### src/rtl/div_core_arbiter_pkg.sv
// div_core_arbiter_pkg: shared types for the divider-core arbiter
// Package cva5_types: FSM state enum, one-entry result-cache record, CLZ width helper.
// Cache fields are sized for the widest supported operand and zero-extended.
package cva5_types;
    localparam int DIV_ARB_MAX_WIDTH = 64;
    typedef enum logic [1:0] {IDLE, BUSY, HOLD} div_arb_state_t;
    typedef struct packed {
        logic [DIV_ARB_MAX_WIDTH-1:0] dividend;
        logic [DIV_ARB_MAX_WIDTH-1:0] divisor;
        logic                         divisor_is_zero;
        logic [DIV_ARB_MAX_WIDTH-1:0] quotient;
        logic [DIV_ARB_MAX_WIDTH-1:0] remainder;
        logic                         valid;
    } div_arb_cache_t;
    function automatic int div_arb_clzw(input int w);
        return $clog2(w);
    endfunction
endpackage

### src/rtl/div_core_arbiter_if.sv
// div_core_arbiter_if: requester/response bus between requesters and the divider arbiter
// req_valid/req_ready          per-requester request handshake (ready is one-hot)
// req_dividend/req_divisor     per-requester unsigned operands
// req_*_clz, req_divisor_is_zero  per-requester operand preparation results
// resp_valid/resp_ready        one-hot result valid, per-requester acknowledge
// resp_quotient/resp_remainder shared registered results
// master: requester side, slave: arbiter side
interface div_core_arbiter_if
    import cva5_types::*;
#(
    parameter int NUM_REQ = 2,
    parameter int DIV_WIDTH = 32
);
    localparam int CLZW = div_arb_clzw(DIV_WIDTH);
    logic [NUM_REQ-1:0]                req_valid;
    logic [NUM_REQ-1:0]                req_ready;
    logic [NUM_REQ-1:0][DIV_WIDTH-1:0] req_dividend;
    logic [NUM_REQ-1:0][DIV_WIDTH-1:0] req_divisor;
    logic [NUM_REQ-1:0][CLZW-1:0]      req_dividend_clz;
    logic [NUM_REQ-1:0][CLZW-1:0]      req_divisor_clz;
    logic [NUM_REQ-1:0]                req_divisor_is_zero;
    logic [NUM_REQ-1:0]                resp_valid;
    logic [NUM_REQ-1:0]                resp_ready;
    logic [DIV_WIDTH-1:0]              resp_quotient;
    logic [DIV_WIDTH-1:0]              resp_remainder;
    modport master (
        output req_valid, req_dividend, req_divisor, req_dividend_clz, req_divisor_clz,
               req_divisor_is_zero, resp_ready,
        input  req_ready, resp_valid, resp_quotient, resp_remainder
    );
    modport slave (
        input  req_valid, req_dividend, req_divisor, req_dividend_clz, req_divisor_clz,
               req_divisor_is_zero, resp_ready,
        output req_ready, resp_valid, resp_quotient, resp_remainder
    );
endinterface

### src/rtl/div_core_arbiter_rr.sv
// div_rr_arbiter: round-robin grant with an internal priority pointer
// clk, rst      clock, synchronous active-high reset (pointer returns to 0)
// req           request vector
// adv           advance pointer to grant_idx+1 (asserted on accept)
// grant         one-hot winner, zero when no request
// grant_idx     winner index
module div_rr_arbiter #(
    parameter int NUM_REQ = 2,
    localparam int IW = $clog2(NUM_REQ)
) (
    input  logic               clk,
    input  logic               rst,
    input  logic [NUM_REQ-1:0] req,
    input  logic               adv,
    output logic [NUM_REQ-1:0] grant,
    output logic [IW-1:0]      grant_idx
);
    localparam int SW = IW + 1;
    localparam logic [IW-1:0] LAST = IW'(NUM_REQ - 1);
    localparam logic [NUM_REQ-1:0] ONE = {{(NUM_REQ - 1){1'b0}}, 1'b1};
    logic [IW-1:0] ptr;
    logic [SW-1:0] s;
    // Scan from the farthest candidate back to the pointer so the first valid
    // index at or after the pointer is the last one written.
    always_comb begin
        grant_idx = '0;
        s = '0;
        for (int i = NUM_REQ - 1; i >= 0; i--) begin
            s = {1'b0, ptr} + SW'(i);
            s = s >= SW'(NUM_REQ) ? s - SW'(NUM_REQ) : s;
            grant_idx = req[s[IW-1:0]] ? s[IW-1:0] : grant_idx;
        end
        grant = |req ? ONE << grant_idx : '0;
    end
    always_ff @(posedge clk) begin
        if (rst)
            ptr <= '0;
        else if (adv)
            ptr <= grant_idx == LAST ? '0 : grant_idx + 1'b1;
    end
endmodule

### src/rtl/div_core_arbiter.sv
// div_core_arbiter: round-robin sharing of one iterative divider core between NUM_REQ requesters
// clk, rst                       clock, synchronous active-high reset (shared with the core)
// bus (slave)                    requester handshake, operands, one-hot response bus
// core_start                     single-cycle start, asserted in the accept cycle
// core_dividend/divisor/_clz     winner's operands, driven combinationally
// core_divisor_is_zero           winner's divide-by-zero flag, passed through
// core_done, core_quotient/remainder  core completion pulse and results
// Optional feature: define DIV_ARB_RESULT_CACHE_EN for a one-entry result cache
// that answers a repeated operation without starting the core.
module div_core_arbiter
    import cva5_types::*;
#(
    parameter int NUM_REQ = 2,
    parameter int DIV_WIDTH = 32,
    localparam int CLZW = div_arb_clzw(DIV_WIDTH),
    localparam int IW = $clog2(NUM_REQ)
) (
    input  logic                 clk,
    input  logic                 rst,
    div_core_arbiter_if.slave    bus,
    output logic                 core_start,
    output logic [DIV_WIDTH-1:0] core_dividend,
    output logic [DIV_WIDTH-1:0] core_divisor,
    output logic [CLZW-1:0]      core_dividend_clz,
    output logic [CLZW-1:0]      core_divisor_clz,
    output logic                 core_divisor_is_zero,
    input  logic                 core_done,
    input  logic [DIV_WIDTH-1:0] core_quotient,
    input  logic [DIV_WIDTH-1:0] core_remainder
);
    div_arb_state_t       state;
    logic [NUM_REQ-1:0]   win;
    logic [NUM_REQ-1:0]   own;
    logic [IW-1:0]        win_idx;
    logic                 accept;
    logic                 hit;
    logic [DIV_WIDTH-1:0] hit_q;
    logic [DIV_WIDTH-1:0] hit_r;
    div_rr_arbiter #(.NUM_REQ(NUM_REQ)) u_rr (
        .clk(clk),
        .rst(rst),
        .req(bus.req_valid),
        .adv(accept),
        .grant(win),
        .grant_idx(win_idx)
    );
    assign accept = state == IDLE && |bus.req_valid;
    assign bus.req_ready = accept ? win : '0;
    assign core_start = accept && !hit;
    assign core_dividend = bus.req_dividend[win_idx];
    assign core_divisor = bus.req_divisor[win_idx];
    assign core_dividend_clz = bus.req_dividend_clz[win_idx];
    assign core_divisor_clz = bus.req_divisor_clz[win_idx];
    assign core_divisor_is_zero = bus.req_divisor_is_zero[win_idx];
`ifdef DIV_ARB_RESULT_CACHE_EN
    div_arb_cache_t cache;
    assign hit = cache.valid
        && cache.dividend == DIV_ARB_MAX_WIDTH'(core_dividend)
        && cache.divisor == DIV_ARB_MAX_WIDTH'(core_divisor)
        && cache.divisor_is_zero == core_divisor_is_zero;
    assign hit_q = cache.quotient[DIV_WIDTH-1:0];
    assign hit_r = cache.remainder[DIV_WIDTH-1:0];
    // Operands are captured at start with the entry invalidated, so an
    // operation aborted by reset can never leave a stale pairing behind.
    always_ff @(posedge clk) begin
        if (rst) begin
            cache <= '0;
        end else if (core_start) begin
            cache.dividend <= DIV_ARB_MAX_WIDTH'(core_dividend);
            cache.divisor <= DIV_ARB_MAX_WIDTH'(core_divisor);
            cache.divisor_is_zero <= core_divisor_is_zero;
            cache.valid <= 1'b0;
        end else if (state == BUSY && core_done) begin
            cache.quotient <= DIV_ARB_MAX_WIDTH'(core_quotient);
            cache.remainder <= DIV_ARB_MAX_WIDTH'(core_remainder);
            cache.valid <= 1'b1;
        end
    end
`else
    assign hit = 1'b0;
    assign hit_q = '0;
    assign hit_r = '0;
`endif
    always_ff @(posedge clk) begin
        if (rst) begin
            state <= IDLE;
            own <= '0;
            bus.resp_valid <= '0;
            bus.resp_quotient <= '0;
            bus.resp_remainder <= '0;
        end else begin
            case (state)
                IDLE: if (accept) begin
                    own <= win;
                    state <= hit ? HOLD : BUSY;
                    if (hit) begin
                        bus.resp_valid <= win;
                        bus.resp_quotient <= hit_q;
                        bus.resp_remainder <= hit_r;
                    end
                end
                BUSY: if (core_done) begin
                    state <= HOLD;
                    bus.resp_valid <= own;
                    bus.resp_quotient <= core_quotient;
                    bus.resp_remainder <= core_remainder;
                end
                HOLD: if (|(bus.resp_ready & own)) begin
                    state <= IDLE;
                    bus.resp_valid <= '0;
                end
                default: state <= IDLE;
            endcase
        end
    end
endmodule

### src/flat_wrapper.sv
// flat-port wrapper written by rule: the top's interface ports become plain ports
module div_core_arbiter_flat import cva5_types::*;
#(
    parameter int NUM_REQ = 2,
    parameter int DIV_WIDTH = 32,
    localparam int CLZW = div_arb_clzw(DIV_WIDTH),
    localparam int IW = $clog2(NUM_REQ)
)
  (clk, rst, core_start, core_dividend, core_divisor, core_dividend_clz, core_divisor_clz, core_divisor_is_zero, core_done, core_quotient, core_remainder, bus_req_valid, bus_req_dividend, bus_req_divisor, bus_req_dividend_clz, bus_req_divisor_clz, bus_req_divisor_is_zero, bus_resp_ready, bus_req_ready, bus_resp_valid, bus_resp_quotient, bus_resp_remainder);
  div_core_arbiter_if #(.NUM_REQ(NUM_REQ), .DIV_WIDTH(DIV_WIDTH)) bus_i ();
  input  logic clk;
  input  logic rst;
  output logic core_start;
  output logic [DIV_WIDTH-1:0] core_dividend;
  output logic [DIV_WIDTH-1:0] core_divisor;
  output logic [CLZW-1:0] core_dividend_clz;
  output logic [CLZW-1:0] core_divisor_clz;
  output logic core_divisor_is_zero;
  input  logic core_done;
  input  logic [DIV_WIDTH-1:0] core_quotient;
  input  logic [DIV_WIDTH-1:0] core_remainder;
  input wire logic [$bits(bus_i.req_valid)-1:0] bus_req_valid;
  input wire logic [$bits(bus_i.req_dividend)-1:0] bus_req_dividend;
  input wire logic [$bits(bus_i.req_divisor)-1:0] bus_req_divisor;
  input wire logic [$bits(bus_i.req_dividend_clz)-1:0] bus_req_dividend_clz;
  input wire logic [$bits(bus_i.req_divisor_clz)-1:0] bus_req_divisor_clz;
  input wire logic [$bits(bus_i.req_divisor_is_zero)-1:0] bus_req_divisor_is_zero;
  input wire logic [$bits(bus_i.resp_ready)-1:0] bus_resp_ready;
  output wire logic [$bits(bus_i.req_ready)-1:0] bus_req_ready;
  output wire logic [$bits(bus_i.resp_valid)-1:0] bus_resp_valid;
  output wire logic [$bits(bus_i.resp_quotient)-1:0] bus_resp_quotient;
  output wire logic [$bits(bus_i.resp_remainder)-1:0] bus_resp_remainder;
  assign bus_i.req_valid = bus_req_valid;
  assign bus_i.req_dividend = bus_req_dividend;
  assign bus_i.req_divisor = bus_req_divisor;
  assign bus_i.req_dividend_clz = bus_req_dividend_clz;
  assign bus_i.req_divisor_clz = bus_req_divisor_clz;
  assign bus_i.req_divisor_is_zero = bus_req_divisor_is_zero;
  assign bus_i.resp_ready = bus_resp_ready;
  assign bus_req_ready = bus_i.req_ready;
  assign bus_resp_valid = bus_i.resp_valid;
  assign bus_resp_quotient = bus_i.resp_quotient;
  assign bus_resp_remainder = bus_i.resp_remainder;
  div_core_arbiter #(.NUM_REQ(NUM_REQ), .DIV_WIDTH(DIV_WIDTH)) u_core (.clk(clk), .rst(rst), .bus(bus_i), .core_start(core_start), .core_dividend(core_dividend), .core_divisor(core_divisor), .core_dividend_clz(core_dividend_clz), .core_divisor_clz(core_divisor_clz), .core_divisor_is_zero(core_divisor_is_zero), .core_done(core_done), .core_quotient(core_quotient), .core_remainder(core_remainder));
endmodule
### config.mk
export PLATFORM = sky130hd
export DESIGN_NAME = div_core_arbiter_flat
export DESIGN_NICKNAME = d
export VERILOG_FILES = /design/src/rtl/div_core_arbiter_pkg.sv /design/src/rtl/div_core_arbiter_if.sv /design/src/rtl/div_core_arbiter_rr.sv /design/src/rtl/div_core_arbiter.sv /design/src/flat_wrapper.sv
export SDC_FILE = /design/constraint.sdc
export NUM_CORES = 1
export LEC_CHECK = 0
export CORE_AREA = 2 2 142 144
export CTS_CLUSTER_DIAMETER = 40
export CTS_CLUSTER_SIZE = 16
export DETAILED_ROUTE_END_ITERATION = 10
export DIE_AREA = 0 0 144 146
export GPL_TIMING_DRIVEN = 0
export PLACE_DENSITY_LB_ADDON = 0.12
export SYNTH_ARGS = -nofsm -noshare
export SYNTH_HDL_FRONTEND = slang
export SYNTH_SLANG_ARGS = --single-unit
### constraint.sdc
create_clock -name clk -period 2.7 [get_ports clk]
set_input_delay 0.54 -clock clk [delete_from_list [all_inputs] [get_ports clk]]
set_output_delay 0.54 -clock clk [all_outputs]
set_load 0.02 [all_outputs]
After elaboration in Yosys (flattened, before gate mapping)
Cells that the tools add are included.
{ "op_classes": {"addsub": 4, "order_cmp": 5, "eq_ne": 5, "shifts": 1, "muxes": 27, "bitwise_logic": 1, "reduce_logical": 9} }
{ "ops": {"columns": ["op", "count"], "rows": [
  ["32-bit 2-to-1 mux", 4],
  ["5-bit 2-to-1 mux", 4],
  ["2-bit 2-to-1 mux", 6],
  ["1-bit 2-to-1 mux", 11],
  ["1-bit by 2-bit < comparator with 1-bit output, second input constant", 3],
  ["2-bit case mux with 3 select lines", 1],
  ["3-bit AND reduction", 2],
  ["2-bit by 1-bit != test with 1-bit output, second input constant", 2],
  ["2-bit case mux with 2 select lines", 1],
  ["2-bit AND reduction", 2],
  ["2-bit OR reduction", 2],
  ["1-bit by 1-bit adder with 2-bit output, second input constant", 1],
  ["2-bit bitwise AND", 1],
  ["2-bit by 1-bit equality test with 1-bit output, second input constant", 1],
  ["2-bit equality test, second input constant", 1],
  ["1-bit by 2-bit greater-or-equal comparator with 1-bit output, second input constant", 1],
  ["2-bit greater-or-equal comparator, second input constant", 1],
  ["2-bit zero test", 1],
  ["2-bit != test, second input constant", 1],
  ["2-bit nonzero test", 1],
  ["1-bit by 1-bit << shifter with 2-bit output, first input constant", 1],
  ["1-bit subtractor, second input constant", 2],
  ["1-bit adder, second input constant", 1],
  ["1-bit logical AND", 1]
]} }
{ "totals": {"ff_bits": 71, "in_bits": 221, "out_inout_bits": 144, "elab_cells": 58} }

Logic depth before layout (Yosys ltp)
{ "depth": {"word_depth": 10, "mapped_depth": 6, "mapped_depth_nobuf": 3} }

Hierarchy
From an unflattened synthesis, not the netlist that was laid out.
{ "unflattened": {"hier_cells": 405, "area_unflattened_um2": 3477.1} }
{ "modules_own_cells": {"columns": ["mod", "instances", "cells_per_inst", "area_per_inst_um2", "seq_area_each_um2"], "rows": [
  ["div_core_arbiter", 1, 398, 3402.0, 1401.3],
  ["div_rr_arbiter", 1, 7, 75.1, 20.0]
]} }

Least setup slack after synthesis
OpenSTA, ideal clock, no wires.
{ "synth_timing": {"path_kind": "input to output", "from": "input bus_req_valid[0]", "to": "output bus_req_ready[1]", "arrival_time_ns": 1.446, "t_required_ns": 2.160, "path_slack_ns": 0.714, "stages": 5, "path_buffers": 2, "cell_sequence": "nand2b_1 nand2_2 buf_6 buf_6 nor3_1"} }
{ "synth_via": {"elab_chain_cells": 7, "word_cells_on_any_way": 11, "cone_classes": "shift: 1; mux: 8; reduce/logical: 2"} }
{ "synth_lines": {"columns": ["element", "line_no", "source"], "rows": [
  ["start, declared", "flat_wrapper.sv:22", "input wire logic [$bits(bus_i.req_valid)-1:0] bus_req_valid;"],
  ["1-bit 2-to-1 mux (not written as such) (2 in a row)", "div_core_arbiter_rr.sv:31", "grant_idx = req[s[IW-1:0]] ? s[IW-1:0] : grant_idx;"],
  ["1-bit 2-to-1 mux (2 in a row)", "div_core_arbiter_rr.sv:31", null],
  ["1-bit by 1-bit << shifter with 2-bit output", "div_core_arbiter_rr.sv:33", "grant = |req ? ONE << grant_idx : '0;"],
  ["2-bit 2-to-1 mux", "div_core_arbiter_rr.sv:33", null],
  ["2-bit 2-to-1 mux *", "div_core_arbiter.sv:48", "assign bus.req_ready = accept ? win : '0;"],
  ["end, declared", "flat_wrapper.sv:29", "output wire logic [$bits(bus_i.req_ready)-1:0] bus_req_ready;"]
]} }
Every way passes the cells marked *; elsewhere a longest branch is shown, timed or not. The select of a mux whose other input is x is not followed.

Worst setup path after layout
{ "layout_timing": {"from": "input bus_req_valid[0]", "to": "output core_divisor[28]"} }
{ "layout_via": {"elab_chain_cells": 6, "word_cells_on_any_way": 8, "cone_classes": "mux: 8"} }
{ "layout_lines": {"columns": ["element", "line_no", "source"], "rows": [
  ["1-bit 2-to-1 mux (not written as such) (2 in a row)", "div_core_arbiter_rr.sv:31", null],
  ["1-bit 2-to-1 mux", "div_core_arbiter_rr.sv:31", null],
  ["1-bit 2-to-1 mux *", "div_core_arbiter_rr.sv:31", null],
  ["32-bit 2-to-1 mux (not written as such) * (2 in a row)", "div_core_arbiter.sv:51", "assign core_divisor = bus.req_divisor[win_idx];"],
  ["end, declared", "flat_wrapper.sv:15", "output logic [DIV_WIDTH-1:0] core_divisor;"]
]} }
Marked as above.

==> results.py <==
metrics = {
    "setup_path": {
        "r2r_cells": 5,
        "cp_cell_sequence": "dlygate4sd2_1, nand2b_1, nand2_2, buf_12, buf_8, mux2_4, dlygate4sd2_1",
        "crit_type": "in -> out",
        "r2r_slack_ns": 1.25,
        "path_common_cell": "dlygate4sd2_1",
        "cp-end-kind": "output port",
        "regToRegStartpoint": "u_core.state[1]",
        "crit_required_ns": 2.16,
        "cpMaxStageDelayCell": "dlygate4sd2_1",
        "slowest_delay_ns": 0.33,
        "crit_path_start": "bus_req_valid[0]",
        "crit_end": "core_divisor[28]",
        "cp_max_fo": 10,
        "worstPathArrival_ns": 2.05,
        "rr_endpoint": "u_core.bus.resp_quotient[9]",
        "critPathLaunchType": "input port",
    },
    "synth": {
        "yosysUniqueCellTypes": 25,
        "synthFlopType": "dfxtp_1",
        "syn_nets": 621,
        "synth_mux_area_share_pct": 27.8,
        "synth_compound_area_share_pct": 11.1,
        "syn_inst": 400,
        "synth-edff-count": 0,
        "synth-simple-area-share_pct": 16.1,
        "synth_async_sr_flop_share_pct": 0,
        "synth-seq-cells": 71,
        "ys_seq_area_share_pct": 39.5,
        "syn_area_mm2": 0.00360,
        "synth_xor_area_share_pct": 0,
        "synth_area_per_cell_um2": 8.99,
        "yosys_warnings": 0,
        "synthAdderAreaFrac_pct": 0,
        "synth_top_family_by_area": "multiplexers",
    },
    "timing": {
        "worst_pin_slew_ns": 0.514,
        "fmaxAchievable_ghz": 0.385,
        "rsz0062_at_grt": "no",
        "setup_viol": 0,
        "period_share_pct": 96.1,
        "finClkSkew_ns": 0.00987,
        "whs_ns": 0.452,
        "hold_violations": 0,
        "relSlewSlack_pct": 65.7,
        "min_period_ns": 2.59,
        "slew_viol_final": 0,
    },
    "grt": {
        "grt_antenna_before_repair": 2,
        "grt.total_usage_pct": 16.0,
        "grt_max_degree": 14,
        "grt_pass1_wl_mm": 25.2,
        "grt_pass1_vias": 4245,
        "globalRouteOverflowTotal": 0,
    },
    "place": {
        "hpwlAfterDp_mm": 14.9,
        "place_congestion": 0.868,
        "portBuffers": 363,
    },
    "clock_network": {
        "numCtsBuffers": 9,
        "cts.clk_slew.worst_paths_ns": 0.07,
        "htree_levels": 3,
        "clk_latency_ns": 0.34,
        "cts_setup_buffers": 0,
        "cts_root_buffer": "clkbuf_16",
        "clock-sinks": 71,
        "cts_tree": "built",
        "clock_path_buffers": 2,
    },
    "drt": {
        "route.detailed.drc": 0,
        "detail_route.iter0.violations": 118,
        "viasPerCell": 4.07,
        "dr_total_vias": 4264,
        "drtAntennaViolNets": 0,
        "drt-total-wl_mm": 17.8,
        "drtPass1Iterations": 4,
        "wire_per_inst_um": 17.0,
    },
    "die": {
        "core_mm2": 0.0193,
        "die_w_um": 144,
        "die_h_um": 146,
        "ios": 365,
        "start_util_pct": 18.6,
        "rows": 51,
        "die-area_mm2": 0.0210,
    },
    "power": {
        "p_leak_nw": 3.07,
        "p_total_w": 0.00351,
        "irDropWorstVdd_mv": 0.417,
        "p_per_area_mw_per_mm2": 448,
    },
    "finish": {
        "drive_above_1_share_pct": 15.4,
        "area_growth_pct": 118,
        "nNetsFinal": 995,
        "fin_util_pct": 40.5,
    },
    "run": {
        "maxCapViolCount": 0,
    },
    "worst_hold_path": {
        "hold_class": "reg -> reg",
    },
    "status": {
        "status": "finished, final reports clean",
    },
}
registers in the layout, summed over array words and instances (netlist names):
signal / flops
u_core.own: 2
u_core.bus.resp_remainder: 32
u_core.state: 2
u_core.bus.resp_quotient: 32
u_core.u_rr.ptr: 1
u_core.bus.resp_valid: 2
stage by stage:
step | instance area, um2 | std cells | setup slack (ns) | setup TNS (ns)
2_1_floorplan | 3600 | 400 | 0.714 | 0
3_3_place_gp | 7560 | 1028 | -0.510 | -30.98
3_5_place_dp | 7560 | 1028 | -0.510 | -31.87
4_1_cts | 7820 | 1044 | 0.0746 | 0
5_1_grt | 7820 | 1044 | 0.000441 | 0
6_report | 7830 | 1047 | 0.105 | 0
cells in the mapped netlist (2+ instances only):
cell type | count | share of area [%]
a21oi_1 | 68 | 9.5
a22oi_1 | 2 | 0.42
buf_2 | 12 | 1.7
buf_4 | 6 | 1.3
buf_6 | 5 | 1.6
clkbuf_1 | 8 | 0.83
dfxtp_1 | 71 | 40
mux2_2 | 36 | 11
mux2_4 | 39 | 16
nand2_1 | 131 | 14
nand3b_1 | 2 | 0.42
nor2_1 | 4 | 0.42
nor3_1 | 2 | 0.28
o311ai_0 | 2 | 0.49
or3b_1 | 2 | 0.49
layer usage:
metal  GRT usage (%)  share of wire (%)  vias up
li1                -                  -     2106
met1            16.3                 37     1948
met2            30.0                 53      189
met3            5.53                8.6       21
met4            5.34                2.0        0
met5               0                  0        -
final cells by class:
| type | instances | area (um2) |
|---|---|---|
| Tap cell | 265 | 332 |
| Inverter | 1 | 3.75 |
| Buffer | 32 | 226 |
| Antenna cell | 3 | 7.51 |
| Multi-Input combinational cell | 296 | 1980 |
| Fill cell | 1990 | 11500 |
| Sequential cell | 71 | 1420 |
| Timing Repair Buffer | 363 | 3560 |
| Clock buffer | 10 | 229 |
| Clock inverter | 6 | 68.8 |
worst min path at each step:
stage | startpoint | endpoint | slack (ns) | cells after the start
after floorplan | u_core.own[1] | u_core.bus.resp_valid[1] | 0.45 | 2
after global placement | u_core.bus.resp_quotient[8] | u_core.bus.resp_quotient[8] | 0.44 | 2
after detailed placement | u_core.bus.resp_remainder[2] | u_core.bus.resp_remainder[2] | 0.45 | 2
after CTS | u_core.bus.resp_remainder[2] | u_core.bus.resp_remainder[2] | 0.45 | 2
after global routing | u_core.bus.resp_remainder[11] | u_core.bus.resp_remainder[11] | 0.47 | 2
final | u_core.bus.resp_remainder[2] | u_core.bus.resp_remainder[2] | 0.45 | 2
worst max-delay path, delay by kind of cell:
family | cells | cell delay [ns]
mux | 1 | 0.30
simple gates | 2 | 0.25
buf+inv | 4 | 0.95
power by group:
group          total (W)  switching [W]  internal (W)
combinational    0.00118       0.000513      0.000662
clock            0.00120       0.000481      0.000720
sequential       0.00113      0.0000281       0.00110
cells in the final DEF (no fill, tap or decap), drive strengths merged:
master         Yosys  final
mux2              75     75
a32oi              1      1
diode              0      3
nand2            132    132
clkbuf             8     18
inv                1      2
o21a               1      1
a21oi             68     68
and3b              1      1
nand2b             1      1
or3b               2      2
dlygate4sd2        0     65
o311ai             2      2
bufinv             0      1
nor3               2      2
dfxtp             71     71
mux2i              1      1
buf               24     24
a22oi              2      2
nor2               4      4
a2111oi            1      1
clkdlybuf4s15      0     13
nor3b              1      1
nand3b             2      2
clkdlybuf4s50      0    285
clkinvlp           0      1
clkinv             0      3
logic make-up after synthesis:
family	after synthesis
AND/OR/NAND/NOR	145
multiplexers	76
AO/OA/AOI/OAI	75
flip-flops	71
buffers and inverters	33
timing repair:
| item | 4_1_cts | 5_1_grt |
|---|---|---|
| gates resized for setup | 106 | 0 |
| hold endpoints to repair | 0 | 0 |
| endpoints found under the setup margin | 77 | 0 |
| hold buffers | 0 | 0 |
Power figures use the tool's default switching activity.
==> RTL change 1 (config.mk and constraints unchanged) <==
The 3 states of `div_arb_state_t` get a one-hot encoding in 3 bits.
--- a/src/rtl/div_core_arbiter_pkg.sv
+++ b/src/rtl/div_core_arbiter_pkg.sv
@@ -5,3 +5,3 @@
     localparam int DIV_ARB_MAX_WIDTH = 64;
-    typedef enum logic [1:0] {IDLE, BUSY, HOLD} div_arb_state_t;
+    typedef enum logic [2:0] {IDLE = 3'b001, BUSY = 3'b010, HOLD = 3'b100} div_arb_state_t;
     typedef struct packed {
Check against the original RTL: no difference found for any inputs over 4 cycles, from zero or initial values and one cycle with rst high; so few cycles prove little.
==> RTL change 1 against the unedited design <==
  * Final area shrank 0.26%
  * Final cell count rose by 0.57%
  * Critical path type unchanged
  * Wire length grew 2.0%
  * Area after synthesis is 0.66% lower
  * Sequential cell count is 1 higher
  * Setup slack hardly changed
  * Global-route usage up 0.22 points
  * Power down 2.7%
  * Synthesized cell count grew 2.0%
  * Sequential power about the same
==> RTL change 1: results (changes against the unedited design) <==
Setup path
  – R2r setup slk: 1.27 ns (was 1.25 ns)
  – FF-to-FF End: u_core.bus.resp_remainder[4] (was u_core.bus.resp_quotient[9])
  – Slowest CP cell: mux2_2 (was dlygate4sd2_1)

Global routing
  – Initial antenna violation count: 0 (was 2)
  – First-pass GRT wire length: 26,000 um (was 25,200 um)
  – Pin count of the biggest net entering global routing: 13 (was 14)
  – Vias in the first global route: 4,407 (was 4,245)
  – Tot GR Track Use: 0.162 (was 0.160)

Placement
  – Post-DP Area: 7540 sq um (was 7560 sq um)
  – Post-DP HPWL: 15,100 um (was 14,900 um)

Drt
  – Met2 routed WL: 9510 um (was 9380 um)
  – Vias per cell: 4.06 (was 4.07)
  – First-iteration detailed-routing DRC count: 73 (was 118)
  – Met3 layer wire length in the routed design: 1790 um (was 1530 um)
  – Via Count: 4,275 (was 4,264)
  – Wl on met1: 6580 um (was 6550 um)
  – WL/cell: 17.3 um (was 17.0 um)

Synthesis
  – Multiplexer share of the synthesized area: 0.249 (was 0.278)
  – Cells after synthesis: 408 (was 400)
  – Synth warnings: 0 (unchanged)
  – Yosys cell types: 23 (was 25)
  – Top cell type's share of synthesized area: 0.403 (was 0.395)
  – Async SR Flop Fraction: 0 (unchanged)
  – Syn Nets: 629 (was 621)
  – Top post-synthesis cells by count: nand2_1 (132), dfxtp_1 (72), a21oi_1 (67), mux2_2 (66), buf_2 (13) (was nand2_1 (131), dfxtp_1 (71), a21oi_1 (68), mux2_4 (39), mux2_2 (36))
  – Seq/Total Area, Yosys: 0.403 (was 0.395)
  – Compound-Gate Fraction of Synth Area: 0.112 (was 0.111)
  – Synth top area cells: dfxtp_1 (40%), mux2_2 (21%), nand2_1 (14%), a21oi_1 (9.4%), mux2_4 (3.8%) (was dfxtp_1 (40%), mux2_4 (16%), nand2_1 (14%), mux2_2 (11%), a21oi_1 (9.5%))

Hold path
  – Worst Min Path Start: u_core.bus.resp_quotient[12] (was u_core.bus.resp_remainder[2])
  – Hold Path End: u_core.bus.resp_quotient[12] (was u_core.bus.resp_remainder[2])

Timing
  – Slew at the pin closest to its max-slew limit: 0.518 ns (was 0.514 ns)
  – Setup Skew: 0.00352 ns (was 0.00987 ns)

Status
  – Outcome: completed (unchanged)

Final layout
  – Fill cells: 1,940 (was 1,990)
  – Largest registers: u_core.bus.resp_quotient (32), u_core.bus.resp_remainder (32), u_core.state (3) (was u_core.bus.resp_quotient (32), u_core.bus.resp_remainder (32))
  – Post-layout nets: 1,004 (was 995)
  – Diodes inserted: 0 (was 3)

Power
  – Lkg Pwr: 0.00289 uW (was 0.00307 uW)
RTL change 1: cell count changes after synthesis, moves of 3 or more:
cell and change:
a21o_1 +3, mux2_4 -30, mux2_2 +30, nand2b_1 +4, buf_6 +4, nand4bb_1 +3
buf_4 -5
RTL change 1: cell type report:
| class | instances | area [sq um] | area share |
|---|---|---|---|
| plain buffers | 31 | 223 | 0.0285 |
| clock buffers | 12 | 267 | 0.0341 |
| clock inverters | 4 | 27.5 | 0.00353 |
| multi-input cells | 305 | 1930 | 0.247 |
| flip-flops and latches | 72 | 1440 | 0.185 |
| well taps | 265 | 332 | 0.0425 |
| repair buffers | 364 | 3580 | 0.459 |
RTL change 1: repair_timing:
item	in CTS	in global routing
buffers inserted	1	0
gates resized for setup	118	0
endpoints found under the setup margin	76	0
hold buffers	0	0
RTL change 1: worst max-delay path by stage:
stage                     cells after the start             start               end
final                                         7  bus_req_valid[0]  core_divisor[22]
after detailed placement                      7  bus_req_valid[0]   core_divisor[3]
after floorplan                               5  bus_req_valid[0]  bus_req_ready[1]
after CTS                                     7  bus_req_valid[0]   core_divisor[8]
after global routing                          7  bus_req_valid[0]  core_divisor[22]
after global placement                        7  bus_req_valid[0]   core_divisor[3]
RTL change 1: where the power goes:
part | leakage, uW | internal, uW | switching, uW
Sequential | 0.000582 | 1100 | 30.3
Clock | 0.000137 | 696 | 463
Combinational | 0.00217 | 634 | 485
Total | 0.00289 | 2430 | 978
RTL change 1: per-stage QoR:
step | hold slack, ns | setup WS, ns
3_5_place_dp | 0.447 | -0.499
5_1_grt | 0.468 | 0.00234
2_1_floorplan | 0.461 | 0.702
3_3_place_gp | 0.442 | -0.495
4_1_cts | 0.455 | 0.0836
6_report | 0.451 | 0.105
RTL change 1: worst register-to-register path, cell delays in order, from the launching register on:
cell,delay [ns]
dfxtp_1,0.44
nand4bb_1,0.18
buf_2,0.24
buf_2,0.26
nand2_1,0.08
a21oi_1,0.15
RTL change 1: cell families after synthesis:
kind of cell / after synthesis
DFF: 72
and+or+nand+nor: 153
buffers and inverters: 31
muxes: 76
AOI/OAI and AO/OA: 76
RTL change 1: routing by layer:
metal,vias to the layer above,GRT usage
met1,1947,0.167
met4,0,0.0475
li1,2121,-
met2,187,0.306
met5,-,0
met3,20,0.0553
==> RTL change 2 (same settings) <==
Made on the original files. The option `DIV_ARB_RESULT_CACHE_EN` is turned on by a define.
--- a/src/rtl/div_core_arbiter.sv
+++ b/src/rtl/div_core_arbiter.sv
@@ -9,2 +9,4 @@
 // that answers a repeated operation without starting the core.
+`define DIV_ARB_RESULT_CACHE_EN
+
 module div_core_arbiter
Function: changed (Yosys sat finds a counterexample within 4 cycles, from zero or initial values and one cycle with rst high).
==> RTL change 2 against the unedited design <==
  * The flow now stops in global routing
  * Area after synthesis grew to 3.1 times the old value
==> RTL change 2: results (changes against the unedited design) <==
Synthesis
  – Yosys cell types: 63 (was 25)
  – Cells after synthesis: 1,366 (was 400)
  – XOR/XNOR share of the synthesized area: 0.00704 (was 0)
  – Top post-synthesis cells by count: dfxtp_1 (201), nor2b_1 (106), clkbuf_1 (104), a21oi_1 (98), inv_1 (89) (was nand2_1 (131), dfxtp_1 (71), a21oi_1 (68), mux2_4 (39), mux2_2 (36))
  – Async SR Flop Fraction: 0 (unchanged)
  – Multiplexer share of the synthesized area: 0.0381 (was 0.278)
  – Synth warnings: 0 (unchanged)
  – Syn Nets: 1,591 (was 621)
  – Synth top area cells: dfxtp_1 (36%), nor2b_1 (5.9%), a22o_1 (5.2%), a21oi_1 (4.4%), a211oi_1 (4.1%) (was dfxtp_1 (40%), mux2_4 (16%), nand2_1 (14%), mux2_2 (11%), a21oi_1 (9.5%))
  – Compound-Gate Fraction of Synth Area: 0.305 (was 0.111)
  – Seq/Total Area, Yosys: 0.360 (was 0.395)
  – Adder-Cell Fraction of Synth Area: 0.00447 (was 0)

Global routing
  – Total grt overflow: between 60 and 70
  – Grt met1 use: 0.728
  – GR Util met2: 0.898
  – Met3 track demand over resource: 0.635
  – Pin count of the biggest net entering global routing: 16
  – Initial antenna violation count: 10
  – Tot GR Track Use: 0.747

Placement
  – Gp weighted congestion: 1.14 (was 0.868)
  – Pre-CTS WS: -3.14 ns (was -0.510 ns)
  – IO Port Bufs: 362 (was 363)
  – Cell Count Post-Placement: 1,993 (was 1,028)
  – Post-DP HPWL: 38,300 um (was 14,900 um)

Clock network
  – Clk sinks: 201 (was 71)
  – Clock buffer depth: 3 (was 2)
  – Total clock buffers created by CTS: 27 (was 9)
  – Htree depth: 1 (was 3)
  – Root buf cell: clkbuf_16 (unchanged)

Status
  – Exit stage: global routing
  – Error message: [ERROR GRT-0232] Routing congestion too high. Check the congestion heatmap in the GUI.
  – Outcome: stopped before the end (was completed)

Timing
  – Worst endpoint, post-GRT repair: core_start
  – Worst End Pin Type: output port
==> RTL change 2: changes by cell type after synthesis, moves of 38 or more <==
| cell | change |
|---|---|
| dfxtp_1 | +130 |
| nor2b_1 | +106 |
| clkbuf_1 | +96 |
| inv_1 | +88 |
| nor3_1 | +82 |
| o21ai_0 | +80 |
| nand2_1 | -70 |
| a22o_1 | +67 |
| a211oi_1 | +61 |
| nand3_1 | +47 |
| o311a_1 | +40 |
| mux2_4 | -39 |
| a221oi_1 | +38 |
| mux2i_1 | +38 |
==> RTL change 2: per-stage QoR <==
step,instance area (sq um),hold slack [ns]
CTS,17100,0.470
floorplan,11400,0.454
global placement,15400,0.478
detailed placement,15400,0.488
==> RTL change 2: repair_timing <==
action                                  4_1_cts
cloned                                        2
hold buffers                                  0
pin swaps                                    19
setup buffers                                30
resized for setup                           161
hold endpoints to repair                      0
endpoints found under the setup margin      277
